### src/rtl/approx_mul_ha_pipe.sv
// Pipelined unsigned approximate multiplier: each multiplier bit-pair becomes one
// half-adder row (low K columns optionally OR-sum/no-carry), rows summed into 2N bits.

module approx_mul_ha_row #(
  parameter int N = 8,
  parameter int K = 3
) (
  input  logic [N-1:0] i_y,
  input  logic         i_x0,
  input  logic         i_x1,
  input  logic         i_approx,
  output logic [N+1:0] o_row
);
  logic [N-1:0] w_a;
  logic [N:1]   w_b;
  logic [N-1:0] w_s;
  logic [N:2]   w_c;

  assign w_a    = i_y & {N{i_x0}};
  assign w_b    = i_y & {N{i_x1}};
  assign w_s[0] = w_a[0];

  for (genvar j = 1; j < N; j++) begin : g_col
    if (j < K) begin : g_apx
      assign w_s[j]   = i_approx ? (w_a[j] | w_b[j]) : (w_a[j] ^ w_b[j]);
      assign w_c[j+1] = ~i_approx & w_a[j] & w_b[j];
    end else begin : g_ex
      assign w_s[j]   = w_a[j] ^ w_b[j];
      assign w_c[j+1] = w_a[j] & w_b[j];
    end
  end

  // b_N sits just above the sum bits; carries land one column up
  assign o_row = {1'b0, w_b[N], w_s} + {1'b0, w_c, 2'b00};
endmodule

module approx_mul_ha_pipe #(
  parameter int N = 8,
  parameter int K = 3
) (
  input  logic           clk,
  input  logic           rst_n,
  input  logic           in_valid,
  output logic           in_ready,
  input  logic [N-1:0]   in_x,
  input  logic [N-1:0]   in_y,
  input  logic           in_approx,
  output logic           out_valid,
  input  logic           out_ready,
  output logic [2*N-1:0] out_p
);
  localparam int ROWS = N / 2;
  localparam int PW   = 2 * N;

  if ((N % 2) != 0 || N < 4 || K > N) begin : g_bad_param
    $fatal(1, "approx_mul_ha_pipe: illegal N/K");
  end

  logic [3:1]                r_vld_pipe;
  logic                      w_ld1, w_ld2, w_ld3;
  logic [N-1:0]              r_x, r_y;
  logic                      r_ap;
  logic [ROWS-1:0][N+1:0]    w_rows, r_rows;
  logic [PW-1:0]             w_sum, r_p;

  // each stage advances if empty or if the stage downstream advances
  assign w_ld3     = ~r_vld_pipe[3] | out_ready;
  assign w_ld2     = ~r_vld_pipe[2] | w_ld3;
  assign w_ld1     = ~r_vld_pipe[1] | w_ld2;
  assign in_ready  = w_ld1;
  assign out_valid = r_vld_pipe[3];
  assign out_p     = r_p;

  for (genvar r = 0; r < ROWS; r++) begin : g_row
    approx_mul_ha_row #(.N(N), .K(K)) u_row (
      .i_y      (r_y),
      .i_x0     (r_x[2*r]),
      .i_x1     (r_x[2*r+1]),
      .i_approx (r_ap),
      .o_row    (w_rows[r])
    );
  end

  always_comb begin
    w_sum = '0;
    for (int r = 0; r < ROWS; r++)
      w_sum = w_sum + (PW'(r_rows[r]) << (2 * r));
  end

  always_ff @(posedge clk) begin
    if (!rst_n) begin
      r_vld_pipe <= '0;
      r_x        <= '0;
      r_y        <= '0;
      r_ap       <= 1'b0;
      r_rows     <= '0;
      r_p        <= '0;
    end else begin
      if (w_ld1) r_vld_pipe[1] <= in_valid;
      if (w_ld1 & in_valid) begin
        r_x  <= in_x;
        r_y  <= in_y;
        r_ap <= in_approx;
      end
      if (w_ld2) r_vld_pipe[2] <= r_vld_pipe[1];
      if (w_ld2 & r_vld_pipe[1]) r_rows <= w_rows;
      if (w_ld3) r_vld_pipe[3] <= r_vld_pipe[2];
      if (w_ld3 & r_vld_pipe[2]) r_p <= w_sum;
    end
  end
endmodule

### config.mk
export PLATFORM = sky130hd
export DESIGN_NAME = approx_mul_ha_pipe
export DESIGN_NICKNAME = d
export VERILOG_FILES = /design/src/rtl/approx_mul_ha_pipe.sv
export SDC_FILE = /design/constraint.sdc
export NUM_CORES = 1
export LEC_CHECK = 0
export BUFFER_PORTS_ARGS = -buffer_cell sky130_fd_sc_hd__buf_2
export CORE_MARGIN = 3
export CORE_UTILIZATION = 35
export CTS_BUF_LIST = sky130_fd_sc_hd__clkbuf_16
export CTS_CLUSTER_SIZE = 8
export DETAILED_ROUTE_END_ITERATION = 10
export PLACE_DENSITY_LB_ADDON = 0.12
export SETUP_SLACK_MARGIN = 0.2
export SLEW_MARGIN = 40
export SYNTH_ARGS = -nofsm -noshare
export SYNTH_HDL_FRONTEND = slang
export SYNTH_SLANG_ARGS = --single-unit
### constraint.sdc
create_clock -name clk -period 3.7 [get_ports clk]
set_input_delay 0.74 -clock clk [delete_from_list [all_inputs] [get_ports clk]]
set_output_delay 0.74 -clock clk [all_outputs]
set_load 0.02 [all_outputs]
* Word-level counts from Yosys, hierarchy flattened
Index checks and enable logic that the tools add are counted.
** Cells by class
- Add/subtract/negate cells :: 7
- Mux-type cells :: 8
- Bitwise gates (word level) :: 90
** Operators by type and width (number)
- 8-bit AND :: 8
- 9-bit by 9-bit adder with 10-bit output :: 4
- 1-bit AND :: 39
- 1-bit XOR :: 28
- 15-bit by 16-bit adder with 16-bit output :: 1
- 13-bit by 14-bit adder with 15-bit output :: 1
- 10-bit by 12-bit adder with 13-bit output :: 1
- 1-bit OR :: 11
- 1-bit two-way mux :: 8
- 1-bit NOT :: 4
** Storage, ports and cells
- Flip-flop bits (word level) :: 76
- Input bits :: 21
- Output and inout port bits :: 18

* Logic depth before layout (Yosys ltp)
Gate-level depths: netlist (run 1).
- Depth after elaboration :: 5
- Mapped depth :: 12
- Gate-level depth less buffers :: 11

* Hierarchy
From an unflattened synthesis (run 1), not the netlist that was laid out.
** Second synthesis, totals
- Cell total of the unflattened synthesis :: 733
- Area, all modules :: 5730.5 um^2
** Modules (own cells, without submodules)
- approx_mul_ha_pipe :: instances 1, cells each 464, area an instance 3708.6 um^2, seq. area each 1521.5 um^2
- approx_mul_ha_row (g_row[0].u_row ...) :: instances 3, cells each 67, area an instance 503.0 um^2, seq. area each 0.0 um^2
- approx_mul_ha_row (g_row[3].u_row) :: instances 1, cells each 68, area an instance 513.0 um^2, seq. area each 0.0 um^2

* Worst setup path before layout (run 1)
Ideal clock, no wire load.
- Kind :: register to register
- From :: reg r_rows[4] (netlist bit)
- To :: reg r_p[12], in the netlist out_p[12]
- Library setup time :: 0.122 ns
- Arrival time :: 2.702 ns
- Setup slack :: 0.876 ns
- Cell stages (with the launch flop) :: 12
- Path buffers :: 0
- Path through :: dfxtp_1 -> inv_1 -> fa_1 -> inv_1 -> ha_1 -> ha_1 -> fa_1 -> a211oi_2 -> o21ai_2 -> o2111ai_2 -> mux2i_1 -> a311o_1
** Between the ends
- Cells in the longest elaborated chain, start to end :: 3
** RTL lines
- start: declaration :: RTL line 63 : logic [ROWS-1:0][N+1:0] w_rows, r_rows;
- start signal: assignment :: RTL line 106 : if (w_ld2 & r_vld_pipe[1]) r_rows <= w_rows;
- 10-bit by 12-bit adder with 13-bit output :: RTL line 87 : w_sum = w_sum + (PW'(r_rows[r]) << (2 * r));
- 13-bit by 14-bit adder with 15-bit output :: RTL line 87
- 15-bit by 16-bit adder with 16-bit output :: RTL line 87
- end signal: assignment :: RTL line 108 : if (w_ld3 & r_vld_pipe[2]) r_p <= w_sum;
- end: declaration :: RTL line 64 : logic [PW-1:0] w_sum, r_p;
No other way between the ends.
A chain may end at the register's enable or synchronous reset.

* Worst setup path in the final report (run 1)
Same ends and word-level chain as after synthesis.

==> results.yml, run 1 <==
routing:
  met1_length_mm: 6.88
  route.met3.wl_um: 419
  dr.first_iter.drc_count: 204
  firstDrtPassIters: 4
  drc: 0
  wl_mm: 13.2
  wl_per_cell_um: 14.5
  via_count: 4521
  ant_nets: 0
  routed.top_layer: "met4"
  met2_length_mm: 5.57
  via_per_inst: 4.97
critical_path:
  arrival_ns: 3.18
  critPathMaxFanout: 3
  worst_setup_path_start_kind: "register"
  reg2regPathDepth: 11
  endpoint_kind: "register"
  required_ns: 3.93
  critical_path_class: "register to register"
  reg2reg_to: "out_p[12]"
  reg2reg_setup_slack_ns: 0.75
  crit_chain: "inv_1 -> fa_1 -> inv_1 -> ha_1 -> ha_1 -> fa_1 -> a211oi_2 -> o21ai_2 -> o2111ai_2 -> mux2i_1 -> a311o_1"
  crit_path_top_delay_cell: "fa_1"
  r2r-start: "r_rows[4]"
  slowest_delay_ns: 0.52
run:
  maxCapViolCount: 0
finish:
  fillers: 1641
  finalInstanceArea_um2: 6190
  n_antenna_cell: 0
  layout-drive-gt1-share_pct: 10.0
  layout.nets: 811
  area_growth_pct: 10.6
global_routing:
  gr-total-overflow: 0
  grt_pass1_wl_mm: 22.4
  grt_util_all_layers_pct: 15.7
  grt_pass1_vias: 4462
  grt_max_degree: 37
  antenna_found_initial: 0
synthesis:
  synth_top_area_share_pct: 27.2
  synth_edf_count: 0
  synth.distinct_cells: 48
  synth_flop_cell: "dfxtp_1"
  avgSynthCellArea_um2: 8.26
  yosys.area.top_type: "dfxtp_1"
  ys_warn_count: 0
  syn_inst: 677
  yosys-top-cells-area: "dfxtp_1 27%, ha_1 18%, nand2_1 7.3%"
  ys_seq_elements: 76
  synth.cell_area_um2: 5590
  synth-async-reset-ratio_pct: 0
  synth_nets: 794
  ys_seq_area_share_pct: 27.2
hold_path:
  min-delay-path-class: "register to register"
  hold-path-endpoint: "out_p[1]"
  hold_depth: 2
  hp-start: "out_p[1]"
sta:
  clock_skew_ns: 0.00606
  finalHoldViolCount: 0
  setup_viol_count_final: 0
  max_freq_mhz: 339
  slew_headroom_pct: 47.7
  fin_crit_ns: 2.95
  setup_tns_ns: 0
  worst-slew-pin-transition_ns: 0.785
  rsz0062_at_grt: "no"
  slew_viol_final: 0
  period_share_pct: 79.7
placed_design:
  place.gp.congestion: 0.847
  dpl.hpwl_mm: 10.1
  placed_area_um2: 5920
  portBuffers: 38
clock_network:
  cts_tree: "built"
  clk_pin_slew_ns: 0.06
  numCtsBuffers: 9
  worstSkewPairLatency_ns: 0.34
  ctsRootBufferMaster: "clkbuf_16"
  clock-sinks: 76
  htree_levels: 3
  cts-resized-gates: 0
  clockBufferDepth: 2
  cts_hold_buffers: 0
  postCtsSetupBuffers: 0
power_and_ir_drop:
  vdd_drop_max_uv: 268
  p_per_area_nw_per_um2: 310
  p_leak_nw: 2.83
floorplanning:
  initial_core_util_pct: 36.2
  die_x_um: 132
  io_pins: 39
  core_um2: 15400
  die-area_um2: 17500
  chipHeight_um: 132
  num_rows: 45
run_status:
  status: "finished clean"
worst max path at each step:
stage | startpoint | end | slack (ns) | cells after the start
2_1_floorplan | r_rows[4] | out_p[12] | 0.88 | 11
3_3_place_gp | r_rows[4] | out_p[12] | 0.79 | 11
3_5_place_dp | r_rows[4] | out_p[12] | 0.74 | 11
4_1_cts | r_rows[4] | out_p[12] | 0.73 | 11
5_1_grt | r_rows[4] | out_p[12] | 0.61 | 11
6_report | r_rows[4] | out_p[12] | 0.75 | 11
worst max-delay path: cells and delay by family, from the launching register on:
kind / cells / cell delay [ns]
adders and majority gates: 4 / 1.47
DFF: 1 / 0.33
AOI/OAI and AO/OA: 4 / 0.83
muxes: 1 / 0.09
buffers and inverters: 2 / 0.10
through the flow:
step                      std cells  power [mW]  util, %  hold slack [ns]  setup slack, ns
after floorplan                 677        1.05        -            0.432            0.876
after global placement          893        1.11     38.2            0.438            0.786
after detailed placement        894        1.12     38.4            0.444            0.742
after CTS                       909        1.95     40.1            0.452            0.730
after global routing            909        2.01     40.1            0.460            0.614
final                           909        1.92     40.1            0.449            0.751
cells in the final DEF (no fill, tap or decap), types with 4 or more instances in the layout:
master	n
nand2_1	108
ha_1	79
dfxtp_1	76
a21oi_1	65
inv_1	44
and2_1	44
nor2_1	38
buf_2	38
o21ai_0	23
nand3_1	19
a211oi_1	18
fa_1	17
nand4b_1	16
a21o_1	10
xor2_1	10
mux2i_1	9
o21ai_1	9
clkbuf_16	9
xnor2_1	8
o211ai_1	5
o2111ai_1	5
nor3_1	4
a211o_1	4
a31oi_1	4
buf_4	4
final cells by class:
class                      instances  area, um2  share of cell area (%)
timing repair buffer              43        235                    3.80
sequential                        76       1520                    24.6
clock buffer                       9        225                    3.64
inverter                          45        169                    2.73
tap                              211        264                    4.27
multi-input combinational        519       3730                    60.3
clock inverter                     6       40.0                   0.647
Yosys cell counts (2+ instances only):
cell       instances
nor3_1             4
a211oi_1          18
mux2i_1            9
nor2b_1            2
a21o_1            10
nor2_1            38
xnor2_1            8
xor2_1            10
a21oi_1           65
nand2_1          109
or3_1              2
buf_2             14
nand3_1           19
o21ai_0           23
inv_1             44
o2111ai_1          5
and2_1            44
o211ai_1           5
dfxtp_1           76
a211oi_2           2
clkbuf_1          17
o21ai_1            9
a31oi_1            4
nand4b_1          16
buf_1              2
fa_1              17
ha_1              79
a211o_1            4
buf_4              3
registers in the layout (all words and copies together), names as in the netlist:
register and flops:
r_x 8, r_vld_pipe 3, out_p 16, r_ap 1, r_rows 40, r_y 8
power by group:
part	internal [mW]	switching (mW)	leakage, nW	total, mW
logic	0.0815	0.131	2.09	0.212
clock network	0.451	0.367	0.123	0.818
registers	0.846	0.0404	0.619	0.887
per-layer routing:
layer	GRT usage, %	vias up
met2	24.3	65
met5	0	-
met1	21.6	2069
met4	4.33	0
met3	4.08	16
li1	-	2371
kinds of logic (layout without fill, tap and decap cells):
| kind of cell | count (synthesis) | after routing | share of synthesized area, % |
|---|---|---|---|
| adder cells (fa/ha/maj) | 96 | 96 | 23.8 |
| AO/OA/AOI/OAI | 155 | 155 | 17.7 |
| multiplexers | 9 | 9 | 1.61 |
| buffers and inverters | 82 | 103 | 6.15 |
| AND/OR/NAND/NOR | 241 | 241 | 20.7 |
| flip-flops | 76 | 76 | 27.2 |
| XOR/XNOR | 18 | 18 | 2.82 |
(Power assumes the default switching activity.)
==> inputs of run 2 (changes only) <==
clock period = 2.92 ns   (was 3.7 ns; I/O delays follow)
==> run 2 against run 1 <==
- clock power increased by 39%
- cell count grew 1.3%
- hold slack worse by 0.0017 ns
- non-clock buffer count grew 11
- total power up 34%
- sequential share of layout area fell by 0.67 points
- design area rose by 3.3%
- sequential power rose by 26%
- largest power group is now the clock network
- worst setup slack worse by 0.52 ns
==> results.yml, run 2 (same netlist as run 1, synthesis figures left out) <==
run_status:
  status: "finished clean"
floorplanning:
  die-area_um2: 17500
  initial_core_util_pct: 36.2
  core_um2: 15400
  io_pins: 39
  die_x_um: 132
  chipHeight_um: 132
  num_rows: 45
sta:
  clock_skew_ns: 0.00520
  finalWorstSetupSlack_ns: 0.235
  setup_viol_count_final: 0
  slew_viol_final: 0
  period_share_pct: 92.0
  fin_crit_ns: 2.69
  max_freq_mhz: 372
  finalHoldViolCount: 0
  slew_headroom_pct: 59.6
  worst-slew-pin-transition_ns: 0.606
  setup_tns_ns: 0
  rsz0062_at_grt: "yes"
  fin_hold_ws_ns: 0.447
finish:
  layout.nets: 822
  finish.utilization_pct: 41.4
  finalInstanceArea_um2: 6390
  largest_reg_flops: 40
  area_growth_pct: 14.3
  fin_cells: 921
  final_cell_mix: "109 x nand2_1, 74 x ha_1, 70 x dfxtp_1"
  regMostFlops: "r_rows"
  final_common_cell: "nand2_1"
  n_antenna_cell: 0
  layout-drive-gt1-share_pct: 13.9
placed_design:
  pre_cts_ws_ns: 0.0764
  portBuffers: 38
  dp_cells: 901
  dpl.hpwl_mm: 10.2
  place.gp.congestion: 0.799
  placed_area_um2: 5970
clock_network:
  worstSkewPairLatency_ns: 0.35
  cts_tree: "built"
  ctsRootBufferMaster: "clkbuf_16"
  clk_pin_slew_ns: 0.06
  clockBufferDepth: 2
  numCtsBuffers: 9
  clock-sinks: 76
  htree_levels: 3
global_routing:
  grt_pass1_wl_mm: 22.5
  gr-total-overflow: 0
  grt_max_degree: 48
  antenna_found_initial: 0
  grt_pass1_vias: 4518
  grt_util_all_layers_pct: 15.9
routing:
  via_count: 4624
  drc: 0
  firstDrtPassIters: 5
  route.met3.wl_um: 533
  met1_length_mm: 6.61
  routed.top_layer: "met4"
  via_per_inst: 5.02
  ant_nets: 0
  dr.first_iter.drc_count: 157
  met2_length_mm: 6.05
  wl_per_cell_um: 14.5
  wl_mm: 13.3
critical_path:
  reg2regPathDepth: 11
  worst_setup_path_start_kind: "register"
  endpoint_kind: "register"
  r2r-start: "r_rows[4]"
  reg2reg_setup_slack_ns: 0.23
  arrival_ns: 2.92
  required_ns: 3.16
  critical_path_class: "register to register"
  critPathMaxFanout: 3
  reg2reg_to: "out_p[10]"
run:
  maxCapViolCount: 0
power_and_ir_drop:
  p_leak_nw: 2.90
  p_per_area_nw_per_um2: 401
  vdd_drop_max_uv: 297
  power.total_mw: 2.56
hold_path:
  hold-path-endpoint: "out_p[11]"
  hold_depth: 2
  hp-start: "out_p[11]"
  min-delay-path-class: "register to register"
-- run 2: cell types whose count changed in the layout (fill, tap and decap cells not counted), sizes merged --
| cell | previous run | this run |
|---|---|---|
| clkinv | 2 | 3 |
| buf | 43 | 54 |
| clkinvlp | 2 | 1 |
| bufinv | 0 | 1 |
-- run 2: worst max-delay path, cell delays in order, from the launching register on --
cell	delay (ns)
dfxtp_2	0.32
inv_1	0.05
fa_1	0.52
inv_1	0.06
ha_4	0.22
ha_4	0.16
fa_2	0.43
a211oi_4	0.25
o21ai_2	0.11
o21ai_0	0.12
mux2i_1	0.12
a31o_2	0.21
-- run 2: layout make-up --
cell class | instances | area [um2]
Clock buffer | 9 | 225
Clock inverter | 7 | 75.1
Fill cell | 1625 | 9040
Inverter | 45 | 169
Multi-Input combinational cell | 519 | 3820
Sequential cell | 76 | 1530
Tap cell | 211 | 264
Timing Repair Buffer | 54 | 310
-- run 2: worst max-delay path by stage --
stage          startpoint         to  slack [ns]  depth (start not counted)
2_1_floorplan   r_rows[4]  out_p[12]        0.20                         11
3_3_place_gp    r_rows[4]  out_p[12]        0.12                         11
3_5_place_dp    r_rows[7]  out_p[12]        0.08                         10
4_1_cts         r_rows[6]  out_p[15]        0.21                         10
5_1_grt         r_rows[5]  out_p[15]        0.12                         10
6_report        r_rows[4]  out_p[10]        0.23                         11
-- run 2: routing by layer --
layer,global-route usage [%],up-vias
met4,2.94,0
met1,21.4,2153
li1,-,2391
met2,26.0,68
met3,3.89,12
met5,0,-
-- run 2: repair_timing --
| item | CTS | global route |
|---|---|---|
| endpoints found under the setup margin | 6 | 11 |
| hold buffers | 0 | 0 |
| buffers inserted | 2 | 2 |
| resized for setup | 6 | 13 |
| pin swaps | 7 | 9 |
-- run 2: report_power, final --
group	total, mW	leakage (nW)	internal (mW)	switching [mW]
logic	0.299	2.14	0.118	0.181
clock network	1.14	0.145	0.668	0.477
registers	1.12	0.622	1.07	0.0445
total	2.56	2.90	1.86	0.702
==> inputs of run 3 (changes only) <==
CORE_UTILIZATION = 55   (was 35)
==> run 3 against run 2 <==
- design area down 0.74%
- register-to-register slack about the same
- sequential cell count is the same
- critical path type unchanged
- first-iteration DRC count rose by 46%
- fmax is 0.31% lower
- via count up 2.0%
- global-route usage rose by 7.1 points
- clock skew about the same
- sequential share of layout area up 0.20 points
- clock power barely moved
- critical path depth fell by 1
- core utilization grew 23 points
==> results.yml, run 3 (same netlist as run 1, synthesis figures left out) <==
floorplanning:
  num_rows: 36
  chipHeight_um: 107
  die_x_um: 107
  io_pins: 39
  die-area_um2: 11400
  core_um2: 9820
  initial_core_util_pct: 56.9
routing:
  dr.first_iter.drc_count: 230
  ant_nets: 0
  drc: 0
  routed.top_layer: "met4"
  wl_mm: 12.5
  wl_per_cell_um: 14.7
  met2_length_mm: 5.78
  via_count: 4717
  met1_length_mm: 5.97
  via_per_inst: 5.56
  route.met3.wl_um: 455
  firstDrtPassIters: 4
critical_path:
  endpoint_kind: "register"
  critical_path_class: "register to register"
  critPathCapture: "out_p[12]"
  required_ns: 3.15
  reg2regPathDepth: 10
  worst_setup_path_start_kind: "register"
  reg2reg_to: "out_p[12]"
  r2r-start: "r_rows[6]"
  reg2reg_setup_slack_ns: 0.23
  crit_path_start: "r_rows[6]"
  arrival_ns: 2.92
  critPathMaxFanout: 5
clock_network:
  numCtsBuffers: 9
  cts_hold_buffers: 0
  cts_tree: "built"
  clockBufferDepth: 2
  htree_levels: 3
  clk_pin_slew_ns: 0.06
  worstSkewPairLatency_ns: 0.34
  ctsRootBufferMaster: "clkbuf_16"
  clock-sinks: 76
finish:
  largest_reg_flops: 40
  layout-drive-gt1-share_pct: 15.0
  fillers: 896
  regArea_um2: 1530
  final_common_cell: "nand2_1"
  n_antenna_cell: 0
  regMostFlops: "r_rows"
  multiInputGateArea_um2: 3790
  layout.nets: 827
  final_cell_mix: "109 x nand2_1, 75 x ha_1, 69 x dfxtp_1"
  finalInstanceArea_um2: 6340
  area_growth_pct: 13.4
placed_design:
  portBuffers: 38
  placed_area_um2: 5920
  place.gp.congestion: 0.876
  dpl.hpwl_mm: 9.29
sta:
  fin_crit_ns: 2.69
  setup_viol_count_final: 0
  clock_skew_ns: 0.00552
  worst-slew-pin-transition_ns: 0.498
  max_freq_mhz: 371
  setup_tns_ns: 0
  slew_headroom_pct: 66.5
  rsz0062_at_grt: "yes"
  finalHoldViolCount: 0
  period_share_pct: 92.3
  slew_viol_final: 0
global_routing:
  gr-total-overflow: 0
  grt_pass1_wl_mm: 21.0
  antenna_found_initial: 0
  grt_util_all_layers_pct: 23.0
  grt_max_degree: 62
  grt_pass1_vias: 4468
power_and_ir_drop:
  vdd_drop_max_uv: 216
  power.total_mw: 2.58
  p_per_area_nw_per_um2: 407
  p_leak_nw: 2.95
run:
  maxCapViolCount: 0
run_status:
  status: "finished clean"
hold_path:
  min-delay-path-class: "register to register"
run 3: cell count changes in the layout (fill, tap and decap cells not counted), moves of 2 or more:
cell / change
clkinv_4: +3
buf_12: +2
buf_4: +2
ha_4: -2
inv_1: -2
inv_2: +2
run 3: how the worst min path moves through the flow:
stage                             to  slack (ns)        from  depth (start not counted)
final                      out_p[13]        0.45   out_p[13]                          2
after detailed placement  r_rows[23]        0.45  r_rows[23]                          2
after global routing        out_p[1]        0.47    out_p[1]                          2
after global placement     out_p[11]        0.44   out_p[11]                          2
after floorplan           r_rows[15]        0.43  r_rows[15]                          2
after CTS                 r_rows[20]        0.45  r_rows[20]                          2
run 3: final cells by class:
cell class	instances	area share, %
tap	133	2.62
multi-input combinational	519	59.8
sequential	76	24.1
timing repair buffer	59	5.94
clock buffer	9	3.55
inverter	45	2.66
clock inverter	7	1.34
run 3: routing by layer:
metal	GRT usage, %	vias up
met5	0	-
met4	8.31	0
met3	3.55	21
met2	37.5	91
met1	30.8	2199
li1	-	2406
run 3: repair_timing:
action / in CTS / in global routing
setup endpoints to repair: 6 / 10
pin swaps: 8 / 17
setup buffers: 3 / 3
gates resized for setup: 7 / 15
endpoints found under the hold margin: 0 / 0
run 3: critical path, stage by stage, from the launching register on:
cell	delay, ns
dfxtp_2	0.33
inv_2	0.04
fa_1	0.52
inv_1	0.05
fa_1	0.47
ha_4	0.32
a211oi_2	0.08
o21ai_2	0.21
o2111ai_2	0.14
mux2i_1	0.14
a311o_1	0.26
run 3: power by group:
group	leakage [nW]	total (mW)	internal (mW)	switching, mW
clock network	0.152	1.17	0.677	0.488
logic	2.17	0.305	0.123	0.182
registers	0.622	1.11	1.07	0.0395
run 3: per-stage QoR:
step / setup slack (ns) / cells / util, % / hold WS [ns]
floorplan: 0.201 / 677 / - / 0.432
global placement: 0.134 / 826 / 60.2 / 0.438
detailed placement: 0.0873 / 826 / 60.2 / 0.446
CTS: 0.205 / 845 / 64.1 / 0.454
global route: 0.125 / 848 / 64.6 / 0.472
finish: 0.226 / 848 / 64.6 / 0.452
